`src/rtl/spi_byte_queue.sv`:
```
// spi_byte_queue: byte-wide TX and RX FIFOs wrapped around a single-byte SPI
// engine handshake. The TX head is launched to the engine with start_o, the
// byte clocked back on the engine's completion level is stored in the RX FIFO.
// Received bytes that find the RX FIFO full are dropped and flagged sticky.
module spi_byte_queue #(
    parameter int Depth  = 8,
    parameter int LevelW = $clog2(Depth) + 1
) (
    input  logic              clk_i,
    input  logic              rst_i,

    // Producer side (TX FIFO write port)
    input  logic              tx_valid_i,
    input  logic [7:0]        tx_data_i,
    output logic              tx_ready_o,

    // Consumer side (RX FIFO read port)
    output logic              rx_valid_o,
    output logic [7:0]        rx_data_o,
    input  logic              rx_ready_i,

    // SPI engine side
    output logic              start_o,
    output logic [7:0]        byte_data_o,
    input  logic [7:0]        byte_data_i,
    input  logic              next_tx_byte_i,

    // Status
    output logic [LevelW-1:0] tx_level_o,
    output logic [LevelW-1:0] rx_level_o,
    output logic              busy_o,
    output logic              rx_overflow_o,
    input  logic              clear_i
);

    localparam int                PtrW      = $clog2(Depth);
    localparam logic [LevelW-1:0] LevelFull = LevelW'(Depth);
    localparam logic [LevelW-1:0] LevelOne  = LevelW'(1);
    localparam logic [PtrW-1:0]   PtrOne    = PtrW'(1);

    typedef enum logic [1:0] {
        ST_IDLE  = 2'd0,
        ST_XFER  = 2'd1,
        ST_DRAIN = 2'd2
    } state_t;

    // ------------------------------------------------------------------
    // Declarations
    // ------------------------------------------------------------------
    state_t            r_state;
    state_t            w_state_next;

    logic [7:0]        r_tx_mem [Depth];
    logic [PtrW-1:0]   r_tx_wr_ptr;
    logic [PtrW-1:0]   r_tx_rd_ptr;
    logic [LevelW-1:0] r_tx_level;

    logic [7:0]        r_rx_mem [Depth];
    logic [PtrW-1:0]   r_rx_wr_ptr;
    logic [PtrW-1:0]   r_rx_rd_ptr;
    logic [LevelW-1:0] r_rx_level;

    logic [7:0]        r_byte_data;
    logic              r_rx_overflow;

    logic              w_tx_ready;
    logic              w_tx_empty;
    logic              w_tx_push;
    logic              w_tx_pop;
    logic [7:0]        w_tx_head;

    logic              w_rx_valid;
    logic              w_rx_full;
    logic              w_rx_push;
    logic              w_rx_pop;
    logic              w_rx_drop;

    logic              w_launch;
    logic              w_capture;

    // ------------------------------------------------------------------
    // Handshake decodes
    // ------------------------------------------------------------------
    // Ready/valid are derived from registered levels only, so no input can
    // combinationally reach tx_ready_o or rx_valid_o.
    assign w_tx_ready = (r_tx_level != LevelFull);
    assign w_tx_empty = (r_tx_level == '0);
    assign w_tx_push  = tx_valid_i && w_tx_ready;
    assign w_tx_head  = r_tx_mem[r_tx_rd_ptr];

    assign w_rx_valid = (r_rx_level != '0);
    assign w_rx_full  = (r_rx_level == LevelFull);
    assign w_rx_pop   = w_rx_valid && rx_ready_i;

    // Launch waits for the engine's completion level to be low so a long
    // completion pulse from the previous byte can never be mistaken for the
    // completion of the new one.
    assign w_launch   = (r_state == ST_IDLE) && !w_tx_empty && !next_tx_byte_i;
    assign w_tx_pop   = w_launch;

    // Capture happens only on the XFER->DRAIN edge, giving exactly one RX
    // push per byte however long next_tx_byte_i stays high.
    assign w_capture  = (r_state == ST_XFER) && next_tx_byte_i;

    // A pop in the capture cycle frees the slot the new byte needs.
    assign w_rx_push  = w_capture && (!w_rx_full || w_rx_pop);
    assign w_rx_drop  = w_capture && w_rx_full && !w_rx_pop;

    // ------------------------------------------------------------------
    // Engine sequencer FSM
    // ------------------------------------------------------------------

    // State register
    always_ff @(posedge clk_i or posedge rst_i) begin
        // NOTE: sequential state is assigned with <= so every flop samples
        // pre-edge values; = here would create order-dependent simulation.
        if (rst_i) begin
            r_state <= ST_IDLE;
        end else begin
            r_state <= w_state_next;
        end
    end

    // Next-state decode
    always_comb begin
        // NOTE: the default assignment before the case keeps every path
        // covered, so no latch is inferred for w_state_next.
        w_state_next = r_state;
        case (r_state)
            ST_IDLE:  if (w_launch)        w_state_next = ST_XFER;
            ST_XFER:  if (next_tx_byte_i)  w_state_next = ST_DRAIN;
            ST_DRAIN: if (!next_tx_byte_i) w_state_next = ST_IDLE;
            default:                       w_state_next = ST_IDLE;
        endcase
    end

    // State-decoded engine outputs
    always_comb begin
        start_o = 1'b0;
        busy_o  = 1'b0;
        case (r_state)
            ST_XFER: begin
                start_o = 1'b1;
                busy_o  = 1'b1;
            end
            ST_DRAIN: begin
                busy_o  = 1'b1;
            end
            default: begin
                start_o = 1'b0;
                busy_o  = 1'b0;
            end
        endcase
    end

    // Byte presented to the engine, loaded on launch and held until the next one
    always_ff @(posedge clk_i or posedge rst_i) begin
        if (rst_i) begin
            r_byte_data <= 8'h00;
        end else if (w_launch) begin
            r_byte_data <= w_tx_head;
        end
    end

    // ------------------------------------------------------------------
    // TX FIFO
    // ------------------------------------------------------------------

    // TX storage write
    always_ff @(posedge clk_i) begin
        // NOTE: storage arrays carry no reset; emptiness is defined by the
        // pointers and level, so stale contents are never observed.
        if (w_tx_push) begin
            r_tx_mem[r_tx_wr_ptr] <= tx_data_i;
        end
    end

    // TX pointers and occupancy; push and pop together leave the level unchanged
    always_ff @(posedge clk_i or posedge rst_i) begin
        if (rst_i) begin
            r_tx_wr_ptr <= '0;
            r_tx_rd_ptr <= '0;
            r_tx_level  <= '0;
        end else begin
            if (w_tx_push) begin
                r_tx_wr_ptr <= r_tx_wr_ptr + PtrOne;
            end
            if (w_tx_pop) begin
                r_tx_rd_ptr <= r_tx_rd_ptr + PtrOne;
            end
            case ({w_tx_push, w_tx_pop})
                2'b10:   r_tx_level <= r_tx_level + LevelOne;
                2'b01:   r_tx_level <= r_tx_level - LevelOne;
                default: r_tx_level <= r_tx_level;
            endcase
        end
    end

    // ------------------------------------------------------------------
    // RX FIFO
    // ------------------------------------------------------------------

    // RX storage write of the captured engine byte
    always_ff @(posedge clk_i) begin
        if (w_rx_push) begin
            r_rx_mem[r_rx_wr_ptr] <= byte_data_i;
        end
    end

    // RX pointers and occupancy; push and pop together leave the level unchanged
    always_ff @(posedge clk_i or posedge rst_i) begin
        if (rst_i) begin
            r_rx_wr_ptr <= '0;
            r_rx_rd_ptr <= '0;
            r_rx_level  <= '0;
        end else begin
            if (w_rx_push) begin
                r_rx_wr_ptr <= r_rx_wr_ptr + PtrOne;
            end
            if (w_rx_pop) begin
                r_rx_rd_ptr <= r_rx_rd_ptr + PtrOne;
            end
            case ({w_rx_push, w_rx_pop})
                2'b10:   r_rx_level <= r_rx_level + LevelOne;
                2'b01:   r_rx_level <= r_rx_level - LevelOne;
                default: r_rx_level <= r_rx_level;
            endcase
        end
    end

    // Sticky overflow flag; a new drop wins over a coincident clear
    always_ff @(posedge clk_i or posedge rst_i) begin
        if (rst_i) begin
            r_rx_overflow <= 1'b0;
        end else if (w_rx_drop) begin
            r_rx_overflow <= 1'b1;
        end else if (clear_i) begin
            r_rx_overflow <= 1'b0;
        end
    end

    // ------------------------------------------------------------------
    // Outputs
    // ------------------------------------------------------------------
    // The RX head is masked while empty so the unreset storage never shows
    // through and the output reads 0x00 during and after reset.
    assign tx_ready_o    = w_tx_ready;
    assign tx_level_o    = r_tx_level;
    assign rx_valid_o    = w_rx_valid;
    assign rx_data_o     = w_rx_valid ? r_rx_mem[r_rx_rd_ptr] : 8'h00;
    assign rx_level_o    = r_rx_level;
    assign rx_overflow_o = r_rx_overflow;
    assign byte_data_o   = r_byte_data;

endmodule

```
`config.mk`:
```
export PLATFORM = sky130hd
export DESIGN_NAME = spi_byte_queue
export DESIGN_NICKNAME = d
export VERILOG_FILES = /design/src/rtl/spi_byte_queue.sv
export SDC_FILE = /design/constraint.sdc
export NUM_CORES = 1
export LEC_CHECK = 0
export ABC_AREA = 1
export ABC_CLOCK_PERIOD_IN_PS = 6170
export CORE_MARGIN = 2
export CORE_UTILIZATION = 63
export CTS_CLUSTER_SIZE = 14
export DETAILED_ROUTE_END_ITERATION = 8
export GPL_ROUTABILITY_DRIVEN = 0
export PLACE_DENSITY = 0.84
export SLEW_MARGIN = 20
export SYNTH_ARGS = -nofsm -noshare
export SYNTH_HDL_FRONTEND = slang
export SYNTH_SLANG_ARGS = --single-unit
export TNS_END_PERCENT = 30
```
`constraint.sdc`:
```
create_clock -name clk_i -period 6.17 [get_ports clk_i]
set_input_delay 1.851 -clock clk_i [delete_from_list [all_inputs] [get_ports clk_i]]
set_output_delay 1.851 -clock clk_i [all_outputs]
set_load 0.05 [all_outputs]
```
# == Yosys cells after proc, flatten, opt, wreduce, memory -nomap -nowiden ==
# Memories as Yosys holds them, arrays and structs flattened. A register that Yosys moved wholly into a read port is not among the register bits.
# Index checks and enable logic that the tools add are counted.
# op_classes
n_addsub,8
eq_ne,11
mux,15
reduce_logical,21
# op_table
operator,count
$pmux 4 s2,2
$add 3x1->3 const B,4
$add 4x1->4 const B,2
$logic_and 1x1->1,8
$mux 1,8
$mux 8,1
$sub 4x1->4 const B,2
$eq 2x1->1 const B,3
$eq 2x2->1 const B,3
$mux 2,3
$ne 2x2->1 const B,3
$pmux 2 s3,1
$reduce_bool 2->1,3
$eq 4x4->1 const B,1
$logic_not 1->1,4
$logic_not 4->1,1
$ne 4x4->1 const B,1
$reduce_bool 4->1,1
$reduce_and 3->1,1
$logic_not 2->1,1
$reduce_or 2->1,1
$logic_or 1x1->1,1
# word_totals
ff_bits,23
ram_bits,128
input_bits,22
out_inout_bits,29
n_memories,2
# memory_table
name,depth,word_bits,read_ports,rd_ports_with_merged_regs,write_ports,line,rtl
r_rx_mem,8,8,1,0,1,58,logic [7:0] r_rx_mem [Depth];
r_tx_mem,8,8,1,1,1,53,logic [7:0] r_tx_mem [Depth];

# == Logic depth before layout (Yosys ltp) ==
# Gate-level depths: netlist (run 1).
# logic_depth
word_depth,6
depth_mapped,14

# == Worst setup path before layout (run 1) ==
# No wires, ideal clock.
# synth_path
path_type,reg2out
from,reg r_rx_level[2] (netlist: rx_level_o[2])
to,out rx_data_o[0]
arrival_ns,2.002
required_ns,4.319
slack_ns,2.317
stages_incl_launch_ff,6
cell_sequence,dfrtp_1 nor2_1 nand2_4 buf_4 o21ai_0 nor2_1
# synth_between
elab_chain_len,2
# synth_lines
element,line,rtl
"start, declared",61,logic [LevelW-1:0] r_rx_level;
"start signal, assigned",224,2'b10: r_rx_level <= r_rx_level + LevelOne;
"start signal, assigned",225,2'b01: r_rx_level <= r_rx_level - LevelOne;
"start signal, assigned",226,default: r_rx_level <= r_rx_level;
$reduce_bool 4->1,91,assign w_rx_valid = (r_rx_level != '0);
named net rx_valid_o,18,"output logic rx_valid_o,"
$mux 8,250,assign rx_data_o = w_rx_valid ? r_rx_mem[r_rx_rd_ptr] : 8'h00;
"end, declared",19,"output logic [7:0] rx_data_o,"
# The timed path passes the listed nets, and every way through them passes these cells.

# == Worst setup path in the final report (run 1) ==
# layout_path
from,reg r_rx_rd_ptr[0]
to,out rx_data_o[7]
# layout_between
elab_chain_len,2
# layout_lines
element,line,rtl
"start, declared",60,logic [PtrW-1:0] r_rx_rd_ptr;
"start signal, assigned",221,r_rx_rd_ptr <= r_rx_rd_ptr + PtrOne;
$mem_v2 8x8,-,
$mux 8,250,
# Every way passes these cells.

==> key figures, run 1 <==
Synthesis
  – Syn Nets: 621
  – Netlist Area Pre-Place: 0.006771 mm²
  – Async SR Flop Fraction: 19.50%
  – Top_reg_cell synth: edfxtp_1
  – Avg Synthesized Cell Area: 11.56 µm²
  – Sequential element share of the synthesized area: 68.22%
  – Synthesis Warnings: 0
  – Yosys cell types: 38
  – Area leader, netlist: edfxtp_1
  – Count leader, synth: nor2_1
  – Post-synth top area share: 56.76%
  – #FFs+latches synth: 159
  – Post-synth EDFFs: 128
  – Leading cell types by count after synthesis: 138 x nor2_1, 128 x edfxtp_1, 64 x nand2_1
  – Mapped Cells: 586
  – Top cells by area, synth: edfxtp_1 57%, dfrtp_1 11%, nor2_1 7.6%, o21ai_1 3.5%, nand2_1 3.5%

Floorplanning
  – FP Rows: 37
  – Die width: 107.7 µm
  – Initial core utilization: 65.30%
  – Die area: 0.01159 mm²
  – Die H: 107.7 µm
  – Placeable Area: 0.01037 mm²
  – # IOs: 51

Power
  – VDD IR max: 0.3846 mV
  – Total Power: 4.287 mW
  – Pwr Density: 542.1 mW/mm²
  – Leakage power: 2.956 nW

STA
  – Finish-stage setup viols: 0
  – Period utilisation layout: 84.12%
  – Hold Fails Final Rpt: 0
  – Hold WS: 0.4807 ns
  – Slew HR: 34.14%
  – Setup Skew: 0.01068 ns
  – Total Neg Setup Slack: 0 ns
  – Final Slew Violations: 0
  – RSZ-0062 raised after global routing: no
  – Highest clock rate: 0.1927 GHz
  – Worst Tran Pin Value: 0.9879 ns
  – Post-layout min period: 5.190 ns

Clocking
  – CTS Buf Count: 17
  – Post-CTS resize count: 0
  – Setup repair bufs after CTS: 0
  – Clk slew on worst S/H paths: 0.07 ns
  – CTS tree: done
  – Post-cts hold buffer count: 0
  – Bufs on Longest Clock Path: 2
  – Clock sinks: 159
  – Root buf cell: clkbuf_8
  – H-tree depth: 4
  – Worst-Skew Late Latency: 0.52 ns

Setup path
  – Reg2Reg Launch Point: r_state[0]
  – Critical Path RT: 4.32 ns
  – Arr. time, crit path: 3.34 ns
  – R2R Setup Slk: 3.40 ns
  – Reg2reg path depth: 11
  – CP endpoint kind: primary output
  – Critical path class: reg2out
  – Crit start category: flip-flop
  – CP Max Fanout: 34
  – FF-to-FF End: tx_level_o[2]

Placement
  – Placed inst area: 0.007321 mm²
  – Hpwl dp: 8694 µm
  – IO buf count: 50
  – DP Cell Count: 749

Route
  – DRC: 0
  – Initial DRC Count: 320
  – Final wirelength: 13330 µm
  – Pre-antenna DRT Iters: 5
  – Avg WL per Cell: 17.07 µm
  – Via/cell ratio: 5.738
  – Vias: 4481
  – Antenna Nets Post-Route: 0

Flow run
  – Max Cap Violations: 0

Hold path
  – Hold Path End: byte_data_o[0]
  – Min-Delay Path Class: reg2reg
  – Min-Delay Path Depth: 2
  – Hold Crit Start: byte_data_o[0]

Cells and area
  – Filler cells: 646
  – ANT cells: 0
  – Non-Filler Instances: 781
  – Post-layout nets: 667
  – Design area: 0.007909 mm²
  – Area grow syn2layout: 16.80%
  – Share of cells above drive strength 1: 9.147%

Global route
  – Total track usage: 24.97%
  – Largest net degree at the start of global routing: 35
  – Global-route wire length before repair: 21690 µm
  – Vias in the first global route: 4474
  – Initial antenna violation count: 0
  – Total grt overflow: 0

Status
  – Status: finished, final reports clean
==> cell type report <==
| cell class | count | area (µm²) | area share (%) |
|---|---|---|---|
| Sequential cell | 159 | 4621 | 58.42 |
| Timing Repair Buffer | 51 | 508.0 | 6.423 |
| Multi-Input combinational cell | 379 | 1931 | 24.41 |
| Tap cell | 136 | 170.2 | 2.152 |
| Clock inverter | 15 | 172.7 | 2.183 |
| Inverter | 24 | 92.59 | 1.171 |
| Clock buffer | 17 | 414.1 | 5.237 |
==> how the worst max path moves through the flow <==
stage,from,end,cells past startpoint,slack [ns]
2_1_floorplan,rx_level_o[2],rx_data_o[0],5,2.32
4_1_cts,r_rx_rd_ptr[0],rx_data_o[7],6,1.01
3_5_place_dp,r_rx_rd_ptr[0],rx_data_o[0],6,1.61
6_report,r_rx_rd_ptr[0],rx_data_o[7],6,0.98
5_1_grt,r_rx_rd_ptr[0],rx_data_o[7],6,0.74
3_3_place_gp,r_rx_rd_ptr[0],rx_data_o[7],6,1.78
==> worst max-delay path, stage by stage (launching register included) <==
cell,delay (ns)
dfrtp_1,0.99
inv_2,0.48
o21ai_0,0.31
o21ai_0,0.11
o21ai_0,0.16
nor2_1,0.07
clkdlybuf4s50_1,0.69
==> through the flow <==
step                setup slack [ns]  utilization, %
finish                        0.9798           76.27
global route                  0.7423           76.27
CTS                            1.014           76.25
detailed placement             1.613           70.60
global placement               1.782           70.60
floorplan                      2.317               -
==> state kept, by name, indices dropped and copies added (netlist names), 4 cells and up <==
register     cells
r_rx_mem        64
r_tx_mem        64
byte_data_o      8
rx_level_o       4
tx_level_o       4
==> layout by cell type (no fill, tap or decap), drive strengths merged <==
cell,n
nor2,145
edfxtp,128
o21ai,91
nand2,72
clkdlybuf4s50,50
dfrtp,31
inv,31
clkbuf,17
o211ai,16
ha,13
nand3,13
xor2,8
nand4,5
clkinv,5
a21oi,4
nand3b,3
xnor2,2
bufinv,2
or2,2
mux2i,1
mux2,1
o22ai,1
nor3,1
o21a,1
clkinvlp,1
buf,1
==> metal layers <==
metal | share of wire (%) | up-vias | GRT usage, %
li1 | - | 2132 | -
met1 | 39 | 2150 | 29.98
met2 | 53 | 176 | 41.96
met3 | 6.6 | 23 | 7.809
met4 | 1.6 | 0 | 10.35
met5 | 0 | - | 0
==> where the power goes <==
group / leakage, nW / internal, mW / switching, mW
Clock: 0.290 / 0.590 / 0.435
Sequential: 1.53 / 1.35 / 0.251
Combinational: 1.14 / 0.553 / 1.11
Total: 2.96 / 2.49 / 1.80
==> cell families (layout without fill, tap and decap cells) <==
kind of cell / after synthesis / in the layout / synth area share [%]
flops: 159 / 159 / 68.22
compound gates: 113 / 113 / 8.999
mux: 2 / 2 / 0.3141
buf+inv: 48 / 107 / 3.270
simple gates: 241 / 241 / 15.39
xor+xnor: 10 / 10 / 1.404
fa+ha+maj: 13 / 13 / 2.402
Note: power is estimated with default switching activity, not from simulation.
==> run 2, diff against run 1 <==
--- a/config.mk
+++ b/config.mk
@@ -6,13 +6,13 @@
 export NUM_CORES = 1
 export LEC_CHECK = 0
 export ABC_AREA = 1
-export ABC_CLOCK_PERIOD_IN_PS = 6170
+export ABC_CLOCK_PERIOD_IN_PS = 4800
 export CORE_MARGIN = 2
-export CORE_UTILIZATION = 63
+export CORE_UTILIZATION = 58
 export CTS_CLUSTER_SIZE = 14
 export DETAILED_ROUTE_END_ITERATION = 8
 export GPL_ROUTABILITY_DRIVEN = 0
-export PLACE_DENSITY = 0.84
+export PLACE_DENSITY = 0.78
 export SLEW_MARGIN = 20
 export SYNTH_ARGS = -nofsm -noshare
 export SYNTH_HDL_FRONTEND = slang
==> constraint.sdc (replaced) <==
create_clock -name clk_i -period 4.8 [get_ports clk_i]
set_input_delay 1.44 -clock clk_i [delete_from_list [all_inputs] [get_ports clk_i]]
set_output_delay 1.44 -clock clk_i [all_outputs]
set_load 0.05 [all_outputs]
==> run 2 against run 1 <==
Against the previous run:
- first-iteration DRC count shrank 17%
- worst hold slack lost 0.0025 ns
- clock-buffer cell count grew 2
- cell count grew 1.2%
- worst setup slack lost 0.54 ns
- clock power grew 22%
- flip-flop and latch count is the same
- clock skew shrank 0.0016 ns
- critical path depth is the same
- cell area shrank 0.21%
- critical endpoint is now rx_data_o[0]
==> key figures, run 2 (synthesized netlist as in run 1, its figures left out) <==
Status
  – Status: finished, final reports clean (unchanged)

Setup path
  – FF-to-FF End: tx_level_o[2] (unchanged)
  – Crit start category: flip-flop (unchanged)
  – CP endpoint kind: primary output (unchanged)
  – Critical path class: reg2out (unchanged)
  – Reg2Reg Launch Point: r_state[1] (was r_state[0])
  – CP Max Fanout: 33 (was 34)
  – Arr. time, crit path: 2.92 ns (was 3.34 ns)
  – R2R Setup Slk: 2.12 ns (was 3.40 ns)
  – Critical Path RT: 3.36 ns (was 4.32 ns)
  – Reg2reg path depth: 11 (unchanged)

STA
  – Period utilisation layout: 90.76%
  – Hold WS: 0.4782 ns (was 0.4807 ns)
  – RSZ-0062 raised after global routing: no (unchanged)
  – Finish-stage setup viols: 0 (unchanged)
  – Slew HR: 35.72% (was 34.14%)
  – Worst Tran Pin Value: 0.9642 ns (was 0.9879 ns)
  – Total Neg Setup Slack: 0 ns (unchanged)
  – Post-layout min period: 4.356 ns
  – Highest clock rate: 0.2296 GHz
  – Setup Skew: 0.009123 ns (was 0.01068 ns)
  – Final Slew Violations: 0 (unchanged)
  – Hold Fails Final Rpt: 0 (unchanged)

Placement
  – IO buf count: 50 (unchanged)
  – Placed inst area: 0.007345 mm² (was 0.007321 mm²)
  – Hpwl dp: 8230 µm (was 8694 µm)

Floorplanning
  – # IOs: 51 (unchanged)
  – Die width: 112.1 µm (was 107.7 µm)
  – Initial core utilization: 59.30% (was 65.30%)
  – Placeable Area: 0.01142 mm² (was 0.01037 mm²)
  – Die area: 0.01256 mm² (was 0.01159 mm²)
  – Die H: 112.1 µm (was 107.7 µm)
  – FP Rows: 39 (was 37)

Cells and area
  – Post-layout nets: 669 (was 667)
  – ANT cells: 0 (unchanged)
  – Area grow syn2layout: 16.56% (was 16.80%)
  – Share of cells above drive strength 1: 8.655% (was 9.147%)
  – Commonest non-fill, non-tap cell in the layout: nor2_1 (unchanged)
  – Final core occ: 69.12% (was 76.27%)
  – Design area: 0.007893 mm² (was 0.007909 mm²)
  – Commonest cells after routing, fill and taps aside: 138 x nor2_1, 128 x edfxtp_1, 64 x nand2_1 (unchanged)

Global route
  – Global-route wire length before repair: 20630 µm (was 21690 µm)
  – Largest net degree at the start of global routing: 35 (unchanged)
  – Initial antenna violation count: 0 (unchanged)
  – Total track usage: 21.11% (was 24.97%)
  – Total grt overflow: 0 (unchanged)
  – Vias in the first global route: 4265 (was 4474)

Hold path
  – Hold Path End: byte_data_o[5] (was byte_data_o[0])
  – Hold Crit Start: byte_data_o[5] (was byte_data_o[0])
  – Min-Delay Path Class: reg2reg (unchanged)
  – Min-Delay Path Depth: 2 (unchanged)

Power
  – VDD IR max: 0.6216 mV (was 0.3846 mV)
  – Leakage power: 2.940 nW (was 2.956 nW)
  – Total Power: 5.417 mW (was 4.287 mW)
  – Pwr Density: 686.4 mW/mm² (was 542.1 mW/mm²)

Route
  – Via/cell ratio: 5.490 (was 5.738)
  – Final wirelength: 12600 µm (was 13330 µm)
  – Pre-antenna DRT Iters: 4 (was 5)
  – Antenna Nets Post-Route: 0 (unchanged)
  – DRC: 0 (unchanged)
  – Avg WL per Cell: 15.95 µm (was 17.07 µm)
  – Initial DRC Count: 265 (was 320)
  – Vias: 4337 (was 4481)

Clocking
  – Worst-Skew Late Latency: 0.42 ns (was 0.52 ns)
  – CTS Buf Count: 17 (unchanged)
  – CTS tree: done (unchanged)
  – Clock sinks: 159 (unchanged)
  – H-tree depth: 4 (unchanged)
  – Post-CTS resize count: 0 (unchanged)
  – Clk slew on worst S/H paths: 0.07 ns (about the same)
  – Post-cts hold buffer count: 0 (unchanged)
  – Root buf cell: clkbuf_16 (was clkbuf_8)
  – Bufs on Longest Clock Path: 2 (unchanged)
  – Setup repair bufs after CTS: 0 (unchanged)

Flow run
  – Max Cap Violations: 0 (unchanged)
==> run 2: final cells by class <==
cell class | count | area [µm²]
inverters | 24 | 92.59
clock buffers | 19 | 432.9
multi-input cells | 379 | 1931
clock inverters | 13 | 115.1
flip-flops and latches | 159 | 4619
repair buffers | 53 | 523.0
fillers | 806 | 3526
well taps | 143 | 178.9
==> run 2: routing by layer <==
layer  global-route usage (%)  vias up  wire length (µm)  part of all wire, %
li1                         -     2123                 -                    -
met1                    27.29     2072              5369                   43
met2                    35.39      119              6415                   51
met3                    4.374       23               576                  4.6
met4                    8.699        0               239                  1.9
met5                        0        -                 0                    0
==> run 2: how the worst max path moves through the flow <==
| stage | startpoint | endpoint | slack (ns) |
|---|---|---|---|
| global placement | next_tx_byte_i | tx_level_o[2] | 0.98 |
| CTS | r_rx_rd_ptr[0] | rx_data_o[0] | 0.45 |
| finish | r_rx_rd_ptr[0] | rx_data_o[0] | 0.44 |
| floorplan | rx_level_o[2] | rx_data_o[0] | 1.36 |
| global route | r_rx_rd_ptr[0] | rx_data_o[0] | 0.22 |
| detailed placement | next_tx_byte_i | tx_level_o[2] | 0.89 |
==> run 2: where the power goes <==
part	leakage, nW	switching [mW]	total [mW]	internal (mW)
combinational	1.15	1.46	2.18	0.720
sequential	1.53	0.262	1.99	1.73
clock	0.263	0.530	1.24	0.713
==> run 2: worst max-delay path: stages, from the launching register on <==
cell and delay (ns):
dfrtp_1 0.69, inv_2 0.39, o21ai_0 0.24, o21ai_0 0.11, o21ai_0 0.27, nor2_1 0.08, clkdlybuf4s50_1 0.70
==> run 2: through the flow <==
step	cells	setup slack [ns]
floorplan	586	1.358
global placement	758	0.9842
detailed placement	758	0.8906
CTS	790	0.4537
global route	790	0.2213
finish	790	0.4437
==> run 3, diff against run 2 <==
--- a/config.mk
+++ b/config.mk
@@ -6,7 +6,6 @@
 export NUM_CORES = 1
 export LEC_CHECK = 0
 export ABC_AREA = 1
-export ABC_CLOCK_PERIOD_IN_PS = 4800
 export CORE_MARGIN = 2
 export CORE_UTILIZATION = 58
 export CTS_CLUSTER_SIZE = 14
==> results of run 3 <==
The final DEF is identical to that of run 2; final timing and power are the same.
